`src/rtl/prio_encoder_irq.sv`:
```
// prio_encoder_irq: registered N-to-log2(N) priority encoder, sticky pending, mask, grant/ack.
// Optional rotating priority when PRIO_ENC_ROUND_ROBIN_EN is defined.
module prio_encoder_irq #(
    parameter int N    = 8,
    parameter int EDGE = 0,
    localparam int W   = (N == 2) ? 1 : $clog2(N)
) (
    input  logic         clk,
    input  logic         clrn,
    input  logic         ena,
    input  logic [N-1:0] req,
    input  logic [N-1:0] mask,
    input  logic         ack,
    output logic [W-1:0] n,
    output logic         g,
    output logic [N-1:0] pend
);

    typedef enum logic {
        IDLE,
        GRANT
    } state_t;

    state_t       state_q, state_d;
    logic [N-1:0] pend_q, pend_d;
    logic [N-1:0] req_d_q;
    logic [N-1:0] new_req, clr, elig;
    logic [W-1:0] n_q, n_d, sel;
    logic         g_q, g_d;
    logic         found, accept;

    assign new_req = (EDGE != 0) ? (req & ~req_d_q) : req;
    assign elig    = pend_q & mask;
    assign accept  = (state_q == GRANT) && ack && ena;

    // A new request on the bit being cleared wins: OR after the clear.
    always_comb begin
        clr = '0;
        if (accept) clr[n_q] = 1'b1;
        pend_d = (pend_q & ~clr) | new_req;
    end

`ifdef PRIO_ENC_ROUND_ROBIN_EN
    logic [W-1:0] ptr_q, ptr_d;
    int           rr_idx;

    // Walk from lowest to highest rank so the highest-ranked hit is kept.
    always_comb begin
        sel    = '0;
        found  = 1'b0;
        rr_idx = 0;
        for (int k = N - 1; k >= 0; k--) begin
            rr_idx = int'(ptr_q) - k;
            if (rr_idx < 0) rr_idx = rr_idx + N;
            if (elig[W'(rr_idx)]) begin
                sel   = W'(rr_idx);
                found = 1'b1;
            end
        end
    end

    always_comb begin
        ptr_d = ptr_q;
        if (accept) ptr_d = (n_q == '0) ? W'(N - 1) : n_q - 1'b1;
    end

    always_ff @(posedge clk or negedge clrn) begin
        if (!clrn) ptr_q <= W'(N - 1);
        else       ptr_q <= ptr_d;
    end
`else
    always_comb begin
        sel   = '0;
        found = 1'b0;
        for (int i = 0; i < N; i++) begin
            if (elig[i]) begin
                sel   = W'(i);
                found = 1'b1;
            end
        end
    end
`endif

    always_comb begin
        state_d = state_q;
        g_d     = g_q;
        n_d     = n_q;
        unique case (state_q)
            IDLE: begin
                if (ena && found) begin
                    state_d = GRANT;
                    g_d     = 1'b1;
                    n_d     = sel;
                end else begin
                    g_d = 1'b0;
                end
            end
            GRANT: begin
                if (!ena || ack) begin
                    state_d = IDLE;
                    g_d     = 1'b0;
                end
            end
        endcase
    end

    always_ff @(posedge clk or negedge clrn) begin
        if (!clrn) begin
            state_q <= IDLE;
            pend_q  <= '0;
            req_d_q <= '0;
            n_q     <= '0;
            g_q     <= 1'b0;
        end else begin
            state_q <= state_d;
            pend_q  <= pend_d;
            req_d_q <= req;
            n_q     <= n_d;
            g_q     <= g_d;
        end
    end

    assign n    = n_q;
    assign g    = g_q;
    assign pend = pend_q;

endmodule

```
`config.mk`:
```
export PLATFORM = sky130hd
export DESIGN_NAME = prio_encoder_irq
export DESIGN_NICKNAME = d
export VERILOG_FILES = /design/src/rtl/prio_encoder_irq.sv
export SDC_FILE = /design/constraint.sdc
export NUM_CORES = 1
export LEC_CHECK = 0
export ABC_AREA = 1
export BUFFER_PORTS_ARGS = -buffer_cell sky130_fd_sc_hd__buf_2
export CORE_UTILIZATION = 39
export DETAILED_ROUTE_END_ITERATION = 8
export PLACE_DENSITY = 0.77
export SLEW_MARGIN = 20
export SYNTH_ARGS = -nofsm -noshare
export SYNTH_HDL_FRONTEND = slang
export SYNTH_SLANG_ARGS = --single-unit
```
`constraint.sdc`:
```
create_clock -name clk -period 1.1 [get_ports clk]
set_input_delay 0.055 -clock clk [delete_from_list [all_inputs] [get_ports clk]]
set_output_delay 0.055 -clock clk [all_outputs]
set_load 0.01 [all_outputs]
```
==> impl_metrics.yaml <==
finish:
  layout.cell_area.non_filler_um2: 1030
  nets: 157
  ff_latch_area_um2: 325
  ratio_of_cells_with_drive_above_1_in_the_final_layout: 0.441
  most_common_cell_after_layout_fill_and_taps_aside: "buf_2"
  finished_core_util: 0.673
  area_growth_syn_to_layout_pct: 59.5
  finish.cell_count_without_fillers: 152
  layout.cells.most_common_list: "buf_2, nand2_1, inv_1"
  fill_cell_total_of_the_finished_layout: 122
  ant_diodes: 0
  multiInputGateArea_um2: 300
clocking:
  numClockSinks: 13
  clock_insertion_delay_worst_skew_ns: 0.27
  cts-root-buf: "clkbuf_4"
  cts-buffers-inserted: 3
  ctsHtreeMaxLevel: 1
  buffer_depth_of_the_longest_clock_path: 2
  tritoncts_clock_tree: "yes"
  clkTransAtPathRegs_ns: 0.08
place:
  last_weighted_congestion_value_of_the_routability_driven_placer: 0.834
  placement.cell_area_um2: 826
  placedCellCount: 133
  place.port_buffers: 31
  post-place-ws_ns: 0.00876
  detailed_place_hpwl_mm: 1.08
floorplanning:
  fp.dieArea_um2: 1820
  std_cell_rows: 14
  chip_height_um: 42.6
  io-pin-count: 32
  floorplan.core_area_um2: 1520
  initial_utilization: 0.422
  dieWidth_um: 42.6
synthesis:
  ys_ff_latch: 13
  postSynthNetCount: 105
  netlist-cell-type-count: 13
  avgSynthCellArea_um2: 7.57
  yosys_warnings: 0
  synthesis.instances: 85
  synth.cell_area_um2: 643
  synth.yosys.seq_area_share: 0.506
flow_run:
  max_cap_violations: 0
worst_setup_path:
  crit_path_kind: "register to register"
  timing.critical_path.mode_cell: "nand2_2"
  critical_path.cell_chain: "nand2_2, nand2_2, nor2_4, nand2_2, nand2_4, nor2_2, a21oi_2"
  critical_path_required_ns: 1.31
  critical-path-max-stage-delay_ns: 0.41
  worst-path-max-fanout: 7
  endpoint_kind_of_the_worst_setup_timing_path: "register"
  timing.critical_path.arrival_ns: 1.28
  crit_path_top_delay_cell: "dfrtp_1"
  start_kind: "register"
timing:
  worst-slew-pin-transition_ns: 0.286
  setup-violations-final: 0
  slew-limit-headroom: 0.809
  timing.final.crit_period_ns: 1.07
  tns_ns: 0
  rsz0062_at_grt: "true"
  post-route-period-util: 0.974
  timing.final.max_slew_violations: 0
  fin_ws_ns: 0.0282
  maxClockFrequency_mhz: 933
  final.hold.worst_slack_ns: 0.0558
  timing_hold_violations_final: 0
  fin_worst_skew_ns: 0.00560
power:
  p_leak_nw: 0.520
  power.share.sequential: 0.491
  p_comb_frac: 0.250
  p_sw_uw: 334
  clock_power_share: 0.259
  swShare: 0.300
  cell_internal_pwr_uw: 782
  finalPower_mw: 1.12
  worst_ir_drop_vdd_mv: 0.796
  pwr_density_cell_nw_per_um2: 1090
drt:
  vias_per_cell: 4.66
  antenna_left: 0
  first_pass_iters: 4
  drt_iter0_markers: 6
  remaining_drc_errors: 0
  finalWirelength_mm: 1.66
  routed_wire_length_per_instance_um: 10.9
  routed-via-count: 709
global_route:
  first_global_vias: 698
  first_pass_grt_wire_length_mm: 2.64
  global_route.overflow_total: 0
  grt_max_degree: 14
  grt_antenna_before_repair: 0
  global_route.usage.total: 0.193
hold_path:
  hold_class: "input pin to register"
run_status:
  run_status: "complete, no violations"
synthesized netlist by cell type (all sizes together):
cell type | number | share of area
a31oi | 1 | 0.0097
nor2 | 5 | 0.037
nand2 | 36 | 0.24
a21oi | 2 | 0.021
dfrtp | 13 | 0.51
nand3 | 2 | 0.016
inv | 15 | 0.088
o21ai | 11 | 0.086
state kept, by name, summed over array words and instances (netlist names):
register	count
g	1
n	3
pend	8
state_q	1
worst paths after layout:
| path | startpoint | to | slack, ns | cells past startpoint |
|---|---|---|---|---|
| min in group asynchronous | clrn | pend[6] | 0.18 | 2 |
| worst min register to register | pend[0] | pend[0] | 0.51 | 2 |
| worst max register to register | pend[6] | n[0] | 0.03 | 7 |
| worst min-delay path | ena | state_q | 0.06 | 3 |
| worst max-delay path | pend[6] | n[0] | 0.03 | 7 |
| max in group asynchronous | clrn | n[2] | 0.69 | 2 |
worst max-delay path: cells and delay by family, from the launching register on:
| family | cells | cell delay, ns |
|---|---|---|
| compound gates | 1 | 0.09 |
| flops | 1 | 0.41 |
| simple gates | 6 | 0.51 |
final cells by class:
cell class                 instances  area share
clock buffer                       4      0.0256
inverter                          15      0.0549
multi-input combinational         57       0.293
sequential                        13       0.317
tap                               16      0.0195
timing repair buffer              47       0.290
timing repair:
| action | CTS | global route |
|---|---|---|
| resized for setup | 1 | 20 |
| hold buffers | 9 | 0 |
| pin swaps | 0 | 8 |
| hold endpoints to repair | 21 | 0 |
| buffers inserted | 0 | 6 |
| endpoints found under the setup margin | 1 | 13 |
power groups by stage:
| stage | clock [mW] | sequential, mW | combinational, mW |
|---|---|---|---|
| 3_3_place_gp | 0 | 0.553 | 0.208 |
| 4_1_cts | 0.296 | 0.546 | 0.239 |
| 3_5_place_dp | 0 | 0.554 | 0.212 |
| 5_1_grt | 0.314 | 0.554 | 0.310 |
| 2_1_floorplan | 0 | 0.564 | 0.103 |
| 6_report | 0.289 | 0.548 | 0.279 |
per-layer routing:
metal	routed length, µm	track usage	part of all wire
met1	675	0.234	0.41
met2	895	0.351	0.54
met3	73	0.0388	0.044
met4	11	0.0375	0.0066
met5	0	0	0
logic make-up after synthesis:
| group | synth area share |
|---|---|
| and+or+nand+nor | 0.290 |
| buffers and inverters | 0.0875 |
| AOI/OAI and AO/OA | 0.117 |
| DFF | 0.506 |
No activity file was read; power rests on OpenSTA's default activity.
